File: config.mk
export PLATFORM = sky130hd
export DESIGN_NAME = usb_packet_framer
export DESIGN_NICKNAME = d
export VERILOG_FILES = /design/src/rtl/usb_pkg.sv /design/src/rtl/usb_crc16_byte.sv /design/src/rtl/usb_packet_framer.sv
export SDC_FILE = /design/constraint.sdc
export NUM_CORES = 1
export LEC_CHECK = 0
export CAP_MARGIN = 20
export CORE_MARGIN = 2
export CORE_UTILIZATION = 55
export DETAILED_ROUTE_END_ITERATION = 7
export DONT_BUFFER_PORTS = 1
export GPL_ROUTABILITY_DRIVEN = 0
export GPL_TIMING_DRIVEN = 0
export PLACE_DENSITY = 0.7
export SLEW_MARGIN = 20
export SYNTH_ARGS = -nofsm -noshare
export SYNTH_HDL_FRONTEND = slang
export SYNTH_SLANG_ARGS = --single-unit
File: constraint.sdc
create_clock -name tb_clk -period 2.8 [get_ports tb_clk]
set_clock_uncertainty 0.2 [all_clocks]
set_input_delay 0 -clock tb_clk [delete_from_list [all_inputs] [get_ports tb_clk]]
set_output_delay 0 -clock tb_clk [all_outputs]
set_load 0.05 [all_outputs]
File: src/rtl/usb_pkg.sv
// Shared USB definitions: sync byte, PID codes, CRC constants
// and the packet framer state encoding.
package usb_pkg;

    localparam logic [7:0] SYNC_BYTE = 8'h7F;

    localparam logic [1:0] PTYPE_SPECIAL   = 2'b00;
    localparam logic [1:0] PTYPE_TOKEN     = 2'b01;
    localparam logic [1:0] PTYPE_HANDSHAKE = 2'b10;
    localparam logic [1:0] PTYPE_DATA      = 2'b11;

    localparam logic [3:0] PID_OUT   = 4'b0001;
    localparam logic [3:0] PID_IN    = 4'b1001;
    localparam logic [3:0] PID_SOF   = 4'b0101;
    localparam logic [3:0] PID_SETUP = 4'b1101;
    localparam logic [3:0] PID_DATA0 = 4'b0011;
    localparam logic [3:0] PID_DATA1 = 4'b1011;
    localparam logic [3:0] PID_DATA2 = 4'b0111;
    localparam logic [3:0] PID_MDATA = 4'b1111;
    localparam logic [3:0] PID_ACK   = 4'b0010;
    localparam logic [3:0] PID_NAK   = 4'b1010;
    localparam logic [3:0] PID_STALL = 4'b1110;
    localparam logic [3:0] PID_NYET  = 4'b0110;
    localparam logic [3:0] PID_PRE   = 4'b1100;
    localparam logic [3:0] PID_SPLIT = 4'b1000;
    localparam logic [3:0] PID_PING  = 4'b0100;
    localparam logic [3:0] PID_RSVD  = 4'b0000;

    localparam logic [4:0]  CRC5_POLY  = 5'h05;
    localparam logic [4:0]  CRC5_INIT  = 5'h1F;
    localparam logic [15:0] CRC16_POLY = 16'h8005;
    localparam logic [15:0] CRC16_INIT = 16'hFFFF;

    typedef enum logic [3:0] {
        S_IDLE,
        S_SYNC,
        S_PID,
        S_TOK0,
        S_TOK1,
        S_DATA,
        S_CRC_LO,
        S_CRC_HI,
        S_DRAIN,
        S_EOP,
        S_DONE
    } framer_state_t;

endpackage

File: src/rtl/usb_crc16_byte.sv
// One-byte CRC16 step: folds a byte into the running CRC,
// least significant bit first.
module usb_crc16_byte
    import usb_pkg::*;
(
    input  logic [15:0] crc_in,
    input  logic [7:0]  data,
    output logic [15:0] crc_out
);

    // Serial CRC update unrolled over the eight data bits
    always_comb begin
        logic [15:0] c;
        c = crc_in;
        for (int i = 0; i < 8; i++) begin
            if (c[15] ^ data[i]) c = {c[14:0], 1'b0} ^ CRC16_POLY;
            else                 c = {c[14:0], 1'b0};
        end
        crc_out = c;
    end

endmodule

File: src/rtl/usb_packet_framer.sv
// Builds SYNC/PID/body/CRC/EOP byte streams for transmit_shift.
// Optional USB_FRAMER_CRC_INJECT_EN adds crc_inject to corrupt the first CRC byte.
module usb_packet_framer
    import usb_pkg::*;
#(
    parameter int MAX_BYTES  = 64,
    parameter int LEN_W      = $clog2(MAX_BYTES + 1),
    parameter int EOP_CYCLES = 24
) (
    input  logic             tb_clk,
    input  logic             tb_n_rst,
    input  logic             start,
    input  logic [3:0]       pid,
    input  logic [6:0]       addr,
    input  logic [3:0]       endp,
    input  logic [LEN_W-1:0] len,
    input  logic [7:0]       in_data,
    input  logic             in_valid,
    output logic             in_ready,
    input  logic             tx_ready,
    output logic [7:0]       tx_data,
    output logic             tx_load_enable,
    output logic             tx_eop,
    output logic             busy,
    output logic             done,
    output logic             err
`ifdef USB_FRAMER_CRC_INJECT_EN
    ,
    input  logic             crc_inject
`endif
);

    localparam int EOP_W = $clog2(EOP_CYCLES + 1);
    localparam logic [LEN_W-1:0] MAX_LEN = LEN_W'(MAX_BYTES);

    framer_state_t    state;
    logic             armed;
    logic [3:0]       pid_q;
    logic [6:0]       addr_q;
    logic [3:0]       endp_q;
    logic [LEN_W-1:0] cnt_q;
    logic [15:0]      crc_q;
    logic [15:0]      crc_next;
    logic [EOP_W-1:0] eop_cnt;
    logic             err_q;
    logic             inject;
    logic [4:0]       crc5;
    logic [7:0]       byte_val;
    logic             byte_state;
    logic             load;

    function automatic logic [4:0] crc5_calc(input logic [6:0] a,
                                             input logic [3:0] e);
        logic [10:0] bits;
        logic [4:0]  c;
        bits = {e, a};
        c    = CRC5_INIT;
        for (int i = 0; i < 11; i++) begin
            if (c[4] ^ bits[i]) c = {c[3:0], 1'b0} ^ CRC5_POLY;
            else                c = {c[3:0], 1'b0};
        end
        return ~c;
    endfunction

    assign crc5 = crc5_calc(addr_q, endp_q);

    usb_crc16_byte u_crc16 (
        .crc_in (crc_q),
        .data   (in_data),
        .crc_out(crc_next)
    );

`ifdef USB_FRAMER_CRC_INJECT_EN
    logic inject_q;

    // Hold the CRC corruption request for the packet being framed
    always_ff @(posedge tb_clk or negedge tb_n_rst) begin
        if (!tb_n_rst) inject_q <= 1'b0;
        else if (state == S_IDLE && start) inject_q <= crc_inject;
    end

    assign inject = inject_q;
`else
    assign inject = 1'b0;
`endif

    // Byte presented to the shifter in each byte-carrying state
    always_comb begin
        byte_state = 1'b1;
        byte_val   = 8'hFF;
        unique case (state)
            S_SYNC:   byte_val = SYNC_BYTE;
            S_PID:    byte_val = {pid_q, ~pid_q};
            S_TOK0:   byte_val = {endp_q[0], addr_q};
            S_TOK1:   byte_val = {crc5, endp_q[3:1]} ^ {4'b0, inject, 3'b0};
            S_DATA:   byte_val = in_data;
            S_CRC_LO: byte_val = ~crc_q[7:0] ^ {7'b0, inject};
            S_CRC_HI: byte_val = ~crc_q[15:8];
            default:  byte_state = 1'b0;
        endcase
    end

    assign load = byte_state & armed & tx_ready &
                  ((state != S_DATA) | in_valid);

    assign tx_data        = byte_val;
    assign tx_load_enable = load;
    assign in_ready       = load & (state == S_DATA);
    assign tx_eop         = (state == S_EOP);
    assign busy           = (state != S_IDLE) & (state != S_DONE);
    assign done           = (state == S_DONE);
    assign err            = err_q;

    // Packet sequencing, shifter pacing and payload CRC accumulation
    always_ff @(posedge tb_clk or negedge tb_n_rst) begin
        if (!tb_n_rst) begin
            state   <= S_IDLE;
            armed   <= 1'b1;
            pid_q   <= '0;
            addr_q  <= '0;
            endp_q  <= '0;
            cnt_q   <= '0;
            crc_q   <= CRC16_INIT;
            eop_cnt <= '0;
            err_q   <= 1'b0;
        end else begin
            if (!tx_ready) armed <= 1'b1;
            if (load)      armed <= 1'b0;
            unique case (state)
                S_IDLE: if (start) begin
                    pid_q  <= pid;
                    addr_q <= addr;
                    endp_q <= endp;
                    cnt_q  <= (len > MAX_LEN) ? MAX_LEN : len;
                    err_q  <= (len > MAX_LEN);
                    crc_q  <= CRC16_INIT;
                    state  <= S_SYNC;
                end
                S_SYNC: if (load) state <= S_PID;
                S_PID: if (load) begin
                    unique case (pid_q[1:0])
                        PTYPE_DATA:
                            state <= (cnt_q == '0) ? S_CRC_LO : S_DATA;
                        PTYPE_HANDSHAKE: state <= S_DRAIN;
                        default:         state <= S_TOK0;
                    endcase
                end
                S_TOK0: if (load) state <= S_TOK1;
                S_TOK1: if (load) state <= S_DRAIN;
                S_DATA: if (load) begin
                    cnt_q <= cnt_q - LEN_W'(1);
                    crc_q <= crc_next;
                    if (cnt_q == LEN_W'(1)) state <= S_CRC_LO;
                end
                S_CRC_LO: if (load) state <= S_CRC_HI;
                S_CRC_HI: if (load) state <= S_DRAIN;
                S_DRAIN: if (armed && tx_ready) begin
                    eop_cnt <= EOP_W'(EOP_CYCLES - 1);
                    state   <= S_EOP;
                end
                S_EOP: begin
                    if (eop_cnt == '0) state <= S_DONE;
                    else eop_cnt <= eop_cnt - EOP_W'(1);
                end
                S_DONE:  state <= S_IDLE;
                default: state <= S_IDLE;
            endcase
        end
    end

endmodule

==> summary by stage, run 1 <==
Drt
The remaining number of nets flagged by the antenna check after routing is 0. The detailed-router iteration count before antenna repair is 4. After detailed routing, the average wire length per cell comes to ~17 um. For this block, the initial DRC count from the detailed router was between 200 and 250. The routed layout has roughly 2900 vias. The count of unresolved DRC violations after routing is 0. The ratio of routed vias to standard cells is approximately 5.9.

The total wirelength of the detailed-routed design is around 8600 um.

Logic synthesis
Counting every instance in the synthesized netlist gives 370. Of all flip-flops after synthesis, the portion carrying an async set or reset was 1.00. Synthesis inferred between 40 and 50 register bits. Of the synthesized area, sequential elements account for 0.389. In the post-synthesis netlist, the biggest area contributors are sky130_fd_sc_hd__dfrtp_1, sky130_fd_sc_hd__dfstp_2, sky130_fd_sc_hd__nand2_1, sky130_fd_sc_hd__xnor2_1, sky130_fd_sc_hd__a21oi_1.

The netlist uses 62 different library cells. The number of nets in the synthesized netlist is 410. The library cell with the largest summed area after synthesis is sky130_fd_sc_hd__dfrtp_1. The mapped netlist covers 3210 um^2. The number of warnings printed during yosys synthesis is 0.

Of the post-synthesis cell area, the dominant cell type holds 0.250. In this run the mean area of a mapped cell was 8.66 um^2. In the synthesized netlist the dominant register cell turns out to be sky130_fd_sc_hd__dfrtp_1.

In this run, synthesis inferred 0 flip-flops with an integrated enable.

Setup path
The startpoint of the worst register-to-register path is state[1]$_DFFE_PN0P_. The cell type with the highest occurrence count on the critical path is sky130_fd_sc_hd__xnor2_1. The delay of the slowest cell on the worst path is ~0.90 ns. The category of the critical setup timing path is register to primary output. STA classifies the critical path startpoint as a register. Traced cell by cell, the critical path runs through xnor2_1, xnor2_1, xor2_1, xnor2_1, o211ai_1. The signal arrival time at the worst endpoint is 2.51 ns. In this run the worst path has a maximum fanout of 4. The launch point of the worst path is addr_q[4]$_DFFE_PN0P_.

The element type at the critical path end is a primary output. Data on the critical path is required at its endpoint by ~2.6 ns. The slowest stage of the critical path belongs to the cell sky130_fd_sc_hd__o211ai_1.

GRT
The maximum number of pins on one net before global-route repair is 48. In the global route stage, overall resource usage came out at 0.282. The number of global-route vias before repair is 2908. The remaining global-route overflow is 0. The initial antenna violation count is 0. The first-pass GRT wire length is 14000 um.

Final layout
The net count of the finished layout is between 400 and 500. After filler insertion, the fill cell instance count of the layout stands at around 440. Of the cells placed in the final design, the portion with a size suffix greater than 1 is 0.121. The finished cells cover 3920 um^2. The number of antenna cells inserted is 0.

The area growth from synthesis to layout is 22.2%.

Clock tree
The clock insertion delay at the later pin of the skew report is ~0.3 ns. The H-tree generated during clock tree synthesis spans 2 levels. The root buffer cell is sky130_fd_sc_hd__clkbuf_8. Counting along the longest clock path gives a buffer depth of 2.

The clock slew seen by the registers of the worst setup and hold paths is approximately 0.080 ns. The CTS buffer count is 5. The tree built by TritonCTS fans out to 49 sinks. The clock tree from TritonCTS is built.

Timing
In this run the tightest slew margin relative to its limit is 0.247. The minimum clock period is around 2.7 ns. Dividing the final minimum period by the clock period gives 0.968.

Setup violations remaining at the end of the flow were counted as 0. The final max-slew violation count is 0. Derived from the worst setup path, the maximum achievable clock frequency is approximately 0.37 GHz.

The worst-margin pin slew is around 1.1 ns. The final-report hold violation count is 0.

Floorplan
The die is approximately 80 um tall. slightly below 50 I/O pins were placed. The initial utilization of the core area, before any placement, comes to 0.575. The initialized floorplan defines 27 standard-cell rows. The floorplan step defined a core boundary enclosing ~5600 um^2.

The die is approximately 80 um wide. The floorplan step defined a die boundary enclosing around 6500 um^2.

Power
The ratio of total power to cell area is ~1200 nW/um^2. The part of the power in registers is 0.291. Of the total power, the share spent switching nets is 0.495. Summed over all cells, the static leakage comes to roughly 1.7 nW. Power comes to between 4 and 5 mW. The clock share of power is 0.084. The internal power is 2.44 mW. The power share of the combinational group is 0.625. IR analysis of the VDD net gives a maximum drop of approximately 0.00076 V. Summed over all nets, the switching power comes to roughly 2.4 mW.

Job
Across the run, the number of max-cap violations was 0.

Worst hold path
The startpoint identified for the worst hold timing path is in_valid. The worst hold-check path type is input pin to register.

Placement
In this run the cell area measured after placement is about 3300 um^2. Port buffering added 0 buffers. The HPWL after detailed placement is between 5000 and 6000 um.

Run status
The run finished with clean final reports.
==> cells in the final DEF (no fill, tap or decap), drive strengths merged, types with 4 or more instances in the layout <==
| cell | synthesis | layout |
|---|---|---|
| a21oi | 39 | 39 |
| a31oi | 4 | 4 |
| buf | 11 | 12 |
| clkbuf | 8 | 17 |
| dfrtp | 32 | 32 |
| dfstp | 17 | 17 |
| dlygate4sd3 | 0 | 49 |
| ha | 5 | 5 |
| inv | 16 | 16 |
| nand2 | 66 | 66 |
| nand3 | 5 | 5 |
| nor2 | 33 | 33 |
| nor3 | 6 | 6 |
| nor3b | 5 | 5 |
| o21ai | 21 | 21 |
| o22a | 7 | 7 |
| o22ai | 4 | 4 |
| xnor2 | 30 | 30 |
| xor2 | 8 | 8 |
==> synthesized netlist by cell type, types with 5 or more instances <==
cell                       instances
sky130_fd_sc_hd__xor2_1            7
sky130_fd_sc_hd__nor3b_1           5
sky130_fd_sc_hd__dfstp_2          17
sky130_fd_sc_hd__clkbuf_1          8
sky130_fd_sc_hd__nand2_1          66
sky130_fd_sc_hd__inv_1            15
sky130_fd_sc_hd__a21oi_1          39
sky130_fd_sc_hd__o22a_1            7
sky130_fd_sc_hd__nor2_1           33
sky130_fd_sc_hd__xnor2_1          28
sky130_fd_sc_hd__dfrtp_1          32
sky130_fd_sc_hd__ha_1              5
sky130_fd_sc_hd__o21ai_0          21
sky130_fd_sc_hd__nor3_1            6
sky130_fd_sc_hd__buf_2             9
==> worst max-delay path: cells and delay by family, from the launching register on <==
kind / cells / cell delay (ns)
flip-flops: 1 / 0.47
XOR/XNOR: 4 / 0.84
AO/OA/AOI/OAI: 1 / 0.90
==> per-stage QoR <==
step | setup TNS, ns | setup slack (ns) | hold WS, ns | instances | util
6_report | 0 | 0.0884 | 0.133 | 501 | 0.703
2_1_floorplan | 0 | 0.307 | -0.496 | 370 | -
5_1_grt | -0.0221 | -0.0221 | 0.154 | 501 | 0.703
4_1_cts | 0 | 0.0609 | 0.129 | 500 | 0.700
3_3_place_gp | -0.0667 | -0.0667 | -0.495 | 442 | 0.591
3_5_place_dp | 0 | 0.317 | -0.494 | 442 | 0.592
==> sequential cells by signal, indices dropped and copies added, names as in the netlist <==
signal / cells
err: 1
addr_q: 7
state: 4
cnt_q: 7
endp_q: 4
eop_cnt: 5
crc_q: 16
pid_q: 4
armed: 1
==> logic make-up after synthesis <==
group	Yosys count	synth area share
AOI/OAI and AO/OA	105	0.214
xor gates and xnor gates	40	0.126
adders and majority gates	5	0.0195
buffers and inverters	35	0.0445
DFF	49	0.389
muxes	2	0.0101
and+or+nand+nor	134	0.197
==> what timing repair did <==
action / 4_1_cts / 5_1_grt
endpoints found under the hold margin: 97 / 0
setup endpoints to repair: 1 / 4
buffers inserted: 0 / 1
hold buffers: 50 / 0
cloned: 0 / 0
pin swaps: 0 / 3
gates resized for setup: 1 / 5
==> layout make-up <==
cell class / instances / area (um^2) / area share
Buffer: 19 / 85.1 / 0.0217
Clock buffer: 8 / 80.1 / 0.0204
Inverter: 16 / 60.1 / 0.0153
Multi-Input combinational cell: 286 / 1830 / 0.467
Sequential cell: 49 / 1250 / 0.318
Tap cell: 72 / 90.1 / 0.0230
Timing Repair Buffer: 51 / 526 / 0.134
==> worst paths after layout <==
check                      depth (start not counted)  slack (ns)                     end
setup / recovery                                   5        0.09              tx_data[5]
hold / removal                                     4        0.13    state[3]$_DFFE_PN0P_
setup reg to reg                                   9        0.09    cnt_q[2]$_DFFE_PN0P_
hold reg to reg                                    1        0.29  eop_cnt[0]$_DFFE_PN0P_
max in group asynchronous                          4        1.05    cnt_q[5]$_DFFE_PN0P_
min in group asynchronous                          3        0.52    cnt_q[6]$_DFFE_PN0P_
==> power groups by stage <==
stage	registers, mW	logic, mW	clock network, mW
detailed placement	1.41	2.76	0
global placement	1.40	2.71	0
global route	1.44	3.28	0.440
CTS	1.40	2.93	0.422
floorplan	1.31	2.33	0
finish	1.41	3.02	0.406
==> per-layer routing <==
metal	routed length (um)	up-vias	global-route usage	share of wire
met4	170	0	0.0949	0.020
met5	0	-	0	0
met1	3600	1404	0.363	0.42
li1	-	1410	-	-
met2	4130	113	0.466	0.48
met3	652	20	0.0652	0.076
Power figures use the tool's default switching activity.
==> inputs of run 2 (changes only) <==
--- a/config.mk
+++ b/config.mk
@@ -9,3 +9,3 @@
 export CORE_MARGIN = 2
-export CORE_UTILIZATION = 55
+export CORE_UTILIZATION = 60
 export DETAILED_ROUTE_END_ITERATION = 7
@@ -14,3 +14,3 @@
 export GPL_TIMING_DRIVEN = 0
-export PLACE_DENSITY = 0.7
+export PLACE_DENSITY = 0.76
 export SLEW_MARGIN = 20
==> constraint.sdc (replaced) <==
create_clock -name tb_clk -period 2.8 [get_ports tb_clk]
set_clock_uncertainty 0.2 [all_clocks]
set_input_delay 0.42 -clock tb_clk [delete_from_list [all_inputs] [get_ports tb_clk]]
set_output_delay 0.42 -clock tb_clk [all_outputs]
set_load 0.05 [all_outputs]
==> summary by stage, run 2 (synthesis results as in run 1) <==
Floorplan
The die extent in y is approximately 77 um. The area inside the core boundary is 5140 um^2. The number of ports placed on the die boundary is 49. In this run the core area contains 26 standard-cell rows. The die covers between 5000 and 6000 um^2.

The die is 77.1 um wide. The starting utilization of the core area is 0.624.

Placement
The number of I/O port buffers is 0. The HPWL after detailed placement is just under 6000 um.

GRT
The number of global-route vias before repair is between 2000 and 3000. The maximum number of pins on one net before global-route repair is 50. For this run the aggregate overflow at the end of global routing stands at 0. The initial antenna violation count came to 0. For this run, the total global-route usage over all layers was measured as 0.293. The first global-routing pass estimated about 14000 um of wire.

Power
The power share of the combinational group is 0.648. Of the total power, the clock network draws 0.082. The power spent charging and discharging nets is 2.59 mW.

The overall power is 5.22 mW. The share of total power dissipated in sequential elements is 0.270. The worst-case IR drop observed on VDD is about 0.0008 V.

The internal power is ~2.6 mW. Of the total power, the share spent switching nets is 0.495. The leakage component of the power is about 1.6 nW. The ratio of total power to cell area is around 1400 nW/um^2.

Setup path
Walking the worst path, the cells encountered are xnor2_2, xnor2_2, xor2_1, xnor2_1, o211ai_1. In this run the worst path has a maximum fanout of 2. The number of buffers and inverters on the critical path is 0.

The element type at the critical path end is a primary output. The required time of the worst setup path is 2.18 ns. The cell type with the highest occurrence count on the critical path is sky130_fd_sc_hd__xnor2_2. By startpoint and endpoint, the worst setup path is classified as register to primary output. The delay of the slowest cell on the worst path is a little under 0.9 ns.

The worst-path cell with the longest stage delay is sky130_fd_sc_hd__o211ai_1. STA classifies the critical path startpoint as a register. The capturing instance or port of the critical path is tx_data[5]. The number of gates on the worst path with buffers counted is 5.

Data on the critical path arrives at its endpoint at 2.34 ns. The depth of the worst register-to-register path is 9. The worst register-to-register path begins at state[1]$_DFFE_PN0P_. The endpoint of the lowest-slack register-to-register path is cnt_q[5]$_DFFE_PN0P_. Setup slack on the worst reg-to-reg path comes out at roughly 0.49 ns. The launch point of the worst path is addr_q[4]$_DFFE_PN0P_. In this design, the largest share of critical-path delay is due to compound AO/OA/AOI/OAI gates.

Timing
Setup repair after global routing could not meet its margin everywhere. The final setup violation count is 3. The period utilization is 1.06. The relative max-transition margin is 0.260. The setup slack after layout is -0.157 ns. The final max-slew violation count is 0.

After layout, the minimum clock period comes to between 2 and 3 ns. For this run, the top clock speed supported by timing is 0.338 GHz. At the pin with the least slew margin, the transition time is ~1.1 ns. The worst hold slack is between 0.01 and 0.015 ns. The final-report hold violation count is 0.

Final layout
The number of nets in the layout is roughly 430. In the layout the commonest cells are sky130_fd_sc_hd__nand2_1, sky130_fd_sc_hd__a21oi_1, sky130_fd_sc_hd__nor2_1. Compared with the post-synthesis result, the final layout area differs by 13.9%. Counting flops per register, the top entry is crc_q.

The final design utilization is 0.710. In the final layout, the registers with the most flip-flops are crc_q x16, addr_q x7, cnt_q x7. The repair_antennas step left the layout with diodes totalling 0.

The share of post-route cells with drive strength above 1 is 0.209. The flip-flop count of the largest register after layout is 16. The library cell used most frequently in the layout, excluding fill and tap cells, is sky130_fd_sc_hd__nand2_1.

Drt
The via total after detailed routing is between 2000 and 3000. The count of unresolved DRC violations after routing is 0. The ratio of routed vias to standard cells is 6.23. In this run the top signal layer used is met4. The total wirelength of the detailed-routed design is ~8300 um. The routed metal-1 wirelength is between 3000 and 4000 um. The routed length per placed instance is 18.0 um.

After detailed routing, the met3 layer carries between 700 and 800 um of wire. The number of violations reported at the end of detailed-routing iteration 0 is between 200 and 300. The detailed-router iteration count before antenna repair is 5. The detailed route wirelength on metal2 is approximately 3900 um. The remaining number of nets flagged by the antenna check after routing is 0.

Clock tree
The H-tree was split into 2 levels. CTS saw 49 sinks. The root buffer cell is sky130_fd_sc_hd__clkbuf_8. In this run the deepest clock path goes through 2 buffers. The CTS buffer count is 5. The clock slew seen by the registers of the worst setup and hold paths is around 0.09 ns. TritonCTS built the clock tree. At the later pin of the worst-skew pair, clock insertion delay measures 0.30 ns.

Run status
The final reports fail on negative setup slack. The flow ran to the end, but the final reports show violations.

Worst hold path
The path class of the tightest hold or removal check is input pin to register.

Job
The count of max-cap constraint violations is 0.
[run 2: area by class of cell]
cell class	instances	area [um^2]
Clock buffer	8	90.1
Tap cell	70	87.6
Inverter	16	60.1
Sequential cell	49	1250
Fill cell	416	1490
Buffer	19	106
Timing Repair Buffer	14	138
Multi-Input combinational cell	286	1920
[run 2: per-stage QoR]
step	TNS [ns]	cell area [um^2]	setup slack (ns)	std cells
final	-0.366	3650	-0.157	462
after global routing	-0.656	3650	-0.215	462
after CTS	-0.188	3570	-0.143	460
after detailed placement	-0.113	3300	-0.113	440
after global placement	-0.581	3290	-0.288	440
after floorplan	0	3210	0.0212	370
[run 2: metal layers]
layer | vias to the layer above | track usage
met5 | - | 0
met1 | 1364 | 0.387
met2 | 144 | 0.466
li1 | 1336 | -
met3 | 35 | 0.0682
met4 | 0 | 0.121
[run 2: worst min-delay path by stage]
| stage | slack, ns | cells past startpoint | startpoint | end |
|---|---|---|---|---|
| after global placement | -0.07 | 0 | tb_n_rst | cnt_q[4]$_DFFE_PN0P_ |
| after floorplan | -0.08 | 0 | tb_n_rst | addr_q[0]$_DFFE_PN0P_ |
| final | 0.01 | 2 | endp[2] | endp_q[2]$_DFFE_PN0P_ |
| after detailed placement | -0.07 | 0 | tb_n_rst | cnt_q[4]$_DFFE_PN0P_ |
| after CTS | 0.01 | 2 | endp[2] | endp_q[2]$_DFFE_PN0P_ |
| after global routing | 0.01 | 2 | endp[0] | endp_q[0]$_DFFE_PN0P_ |
[run 2: timing repair]
item | in CTS | in global routing
endpoints found under the hold margin | 50 | 0
pin swaps | 10 | 5
resized for setup | 22 | 20
buffers inserted | 9 | 2
hold buffers | 3 | 0
endpoints found under the setup margin | 10 | 10
[run 2: power groups by stage]
| stage | Sequential [mW] | Combinational [mW] | Clock, mW |
|---|---|---|---|
| floorplan | 1.31 | 2.34 | 0 |
| global placement | 1.40 | 2.70 | 0 |
| detailed placement | 1.42 | 2.75 | 0 |
| CTS | 1.40 | 3.12 | 0.440 |
| global route | 1.45 | 3.67 | 0.474 |
| finish | 1.41 | 3.39 | 0.429 |
==> inputs of run 3 (changes only) <==
Settings changed: CORE_UTILIZATION 60 to 27, PLACE_DENSITY 0.76 to default.
==> summary by stage, run 3 (synthesis results as in run 1) <==
Setup path
Data arrives at the worst endpoint at approximately 2.3 ns. The delay of the slowest cell on the worst path is approximately 0.9 ns. The worst-path cell with the longest stage delay is sky130_fd_sc_hd__o211ai_1. The element type at the critical path end is a primary output. The required time of the worst setup path is ~2.2 ns. The cell type with the highest occurrence count on the critical path is sky130_fd_sc_hd__xnor2_2. The critical path runs through a total of 5 cells. The depth of the worst register-to-register path is 9. The category of the critical setup timing path is register to primary output.

Walking the worst path, the cells encountered are xnor2_2, xnor2_2, xor2_2, xnor2_1, o211ai_1. The critical path contains buffers and inverters numbering 0 combined. Among cell families on the critical path, the largest total delay comes from compound AO/OA/AOI/OAI gates. In this run the worst path has a maximum fanout of 3.

The worst setup path is launched from a register.

GRT
The first global-routing pass estimated roughly 15000 um of wire. The remaining global-route overflow is 0. For this run, the total global-route usage over all layers was measured as 0.147. Entering global routing, the biggest net connects 50 pins. The initial antenna violation count was 0. The number of global-route vias before repair came to around 2800.

Timing
The period utilization is 1.04. The minimum clock period is roughly 3 ns. The worst-margin pin slew is about 1.1 ns. The final max-slew violation count was 0. Setup violations remaining at the end of the flow were counted as 2. Setup repair after global routing could not meet its margin everywhere. The final-report hold violation count was 0. Hold timing on the final database bottoms out at a slack of 0.00204 ns.

The relative max-transition margin is 0.259. Based on the critical path, the design can be clocked at up to ~0.34 GHz. In the post-route analysis, the smallest setup slack over all paths is -0.115 ns.

Clock tree
No sink is reached through more buffers than the 2 on the longest clock path. The root buffer cell is sky130_fd_sc_hd__clkbuf_16. The clock tree synthesis step divided the H-tree into 2 levels. After clock tree synthesis, the clock-pin slew on the worst setup and hold paths is 0.07 ns. The clock tree from TritonCTS is built. Clock latency on the worst-skew pair, taken at its later pin, is around 0.29 ns. In this run, CTS created clock tree buffers numbering 5. The tree built by TritonCTS fans out to 49 sinks.

Drt
The count of nets left with antenna violations once routing finished came out at 0. The routed length per placed instance is 17.6 um. In the routed layout, each cell is associated on average with a via count of a little over 5. In the routed design, unresolved DRC markers number 3. Wires add up to ~9400 um. Summing over every cut layer, the via total after detailed routing is 2766. The detailed-router iteration count before antenna repair is 7. After the first detailed-routing iteration, the DRC count stood at roughly 240.

Final layout
The largest registers in the layout are crc_q x16, addr_q x7, cnt_q x7. The library cell used most frequently in the layout, excluding fill and tap cells, is sky130_fd_sc_hd__nand2_1. Summing all multi-input logic gate instances after layout gives 1920 um^2. Leaving out fill and tap cells, the most frequent cells in the layout are sky130_fd_sc_hd__nand2_1, sky130_fd_sc_hd__a21oi_1, sky130_fd_sc_hd__nor2_1.

The final layout contains around 430 nets. Ranked by flip-flop count, first place goes to crc_q. The final design utilization is 0.328. Registers take approximately 1200 um^2. In the final layout, the share of cells above drive strength 1 is 0.216. The fill cell total of the finished layout is roughly 1200.

The number of antenna cells inserted is 0. The area growth from synthesis to layout is 17.8%. The register with the most flip-flops in the layout has 16 of them.

Worst hold path
Counting instances, the worst hold path has a depth of 1. The worst hold-check path type is input pin to register.

Power
The leakage component of the power is around 1.6 nW. The worst voltage drop across the vdd grid is 0.000748 V. In this run the power density over the cells is between 1000 and 1500 nW/um^2.

Placement
The pre-CTS setup slack is -0.120 ns. Once detailed placement completed, the half-perimeter wirelength came to about 7000 um. The number of I/O port buffers is 0.

Floorplan
The die outline area is 12800 um^2. The floorplan step set the die width to about 110 um. The region available for standard cell placement spans 11500 um^2. The number of ports placed on the die boundary is 49.

After floorplanning, the core was divided into 39 placement rows. The die extent in y is ~110 um. The starting utilization of the core area is 0.278.

Run status
The final reports fail on design-rule violations, negative setup slack. The run finished, with violations left.

Job
Max-cap violations in this run came to 0.
run 3: worst reg2reg max path, cell delays in order (launching register included):
cell and delay [ns]:
sky130_fd_sc_hd__dfrtp_1 0.36, sky130_fd_sc_hd__buf_2 0.18, sky130_fd_sc_hd__and4bb_2 0.29, sky130_fd_sc_hd__buf_2 0.23
sky130_fd_sc_hd__nand3_2 0.22, sky130_fd_sc_hd__inv_2 0.17, sky130_fd_sc_hd__nor2_1 0.10, sky130_fd_sc_hd__buf_2 0.19
sky130_fd_sc_hd__o21ai_0 0.16, sky130_fd_sc_hd__o21ai_0 0.11
run 3: through the flow:
stage / total power [mW] / cell area (um^2) / std cells / setup TNS (ns)
finish: 5.35 / 3770 / 532 / -0.155
global route: 5.74 / 3770 / 532 / -0.426
CTS: 5.16 / 3690 / 530 / -0.213
detailed placement: 4.22 / 3390 / 513 / -0.122
global placement: 4.16 / 3380 / 513 / -0.808
floorplan: 3.65 / 3210 / 370 / 0
run 3: timing repair:
item | 4_1_cts | 5_1_grt
hold buffers | 2 | 0
hold endpoints to repair | 49 | 0
setup buffers | 7 | 2
resized for setup | 18 | 22
pin swaps | 8 | 9
endpoints found under the setup margin | 11 | 10
run 3: layer usage:
layer,vias to the layer above,GRT usage,wire (um)
met2,103,0.231,4290
li1,1329,-,-
met4,0,0.0366,140
met3,14,0.0541,900
met1,1320,0.192,4020
met5,-,0,0
run 3: report_power, final:
part | total, mW | switching (mW) | internal (mW)
Clock | 0.628 | 0.272 | 0.356
Sequential | 1.41 | 0.353 | 1.06
Combinational | 3.31 | 1.97 | 1.34
run 3: final timing paths:
path / from / endpoint / slack (ns)
max: endp_q[0]$_DFFE_PN0P_ / tx_data[5] / -0.11
min: tx_ready / armed$_DFFE_PN1P_ / 0.002
max reg2reg: state[1]$_DFFE_PN0P_ / cnt_q[4]$_DFFE_PN0P_ / 0.49
min reg2reg: eop_cnt[0]$_DFFE_PN0P_ / eop_cnt[0]$_DFFE_PN0P_ / 0.29
max in group asynchronous: tb_n_rst / crc_q[13]$_DFFE_PN1P_ / 1.63
min in group asynchronous: tb_n_rst / eop_cnt[4]$_DFFE_PN0P_ / 0.50
run 3: layout make-up:
type | count | share of cell area
repair buffers | 11 | 0.0288
flip-flops and latches | 49 | 0.331
plain buffers | 19 | 0.0272
clock inverters | 2 | 0.00365
multi-input cells | 286 | 0.509
clock buffers | 6 | 0.0368
well taps | 143 | 0.0474
inverters | 16 | 0.0159
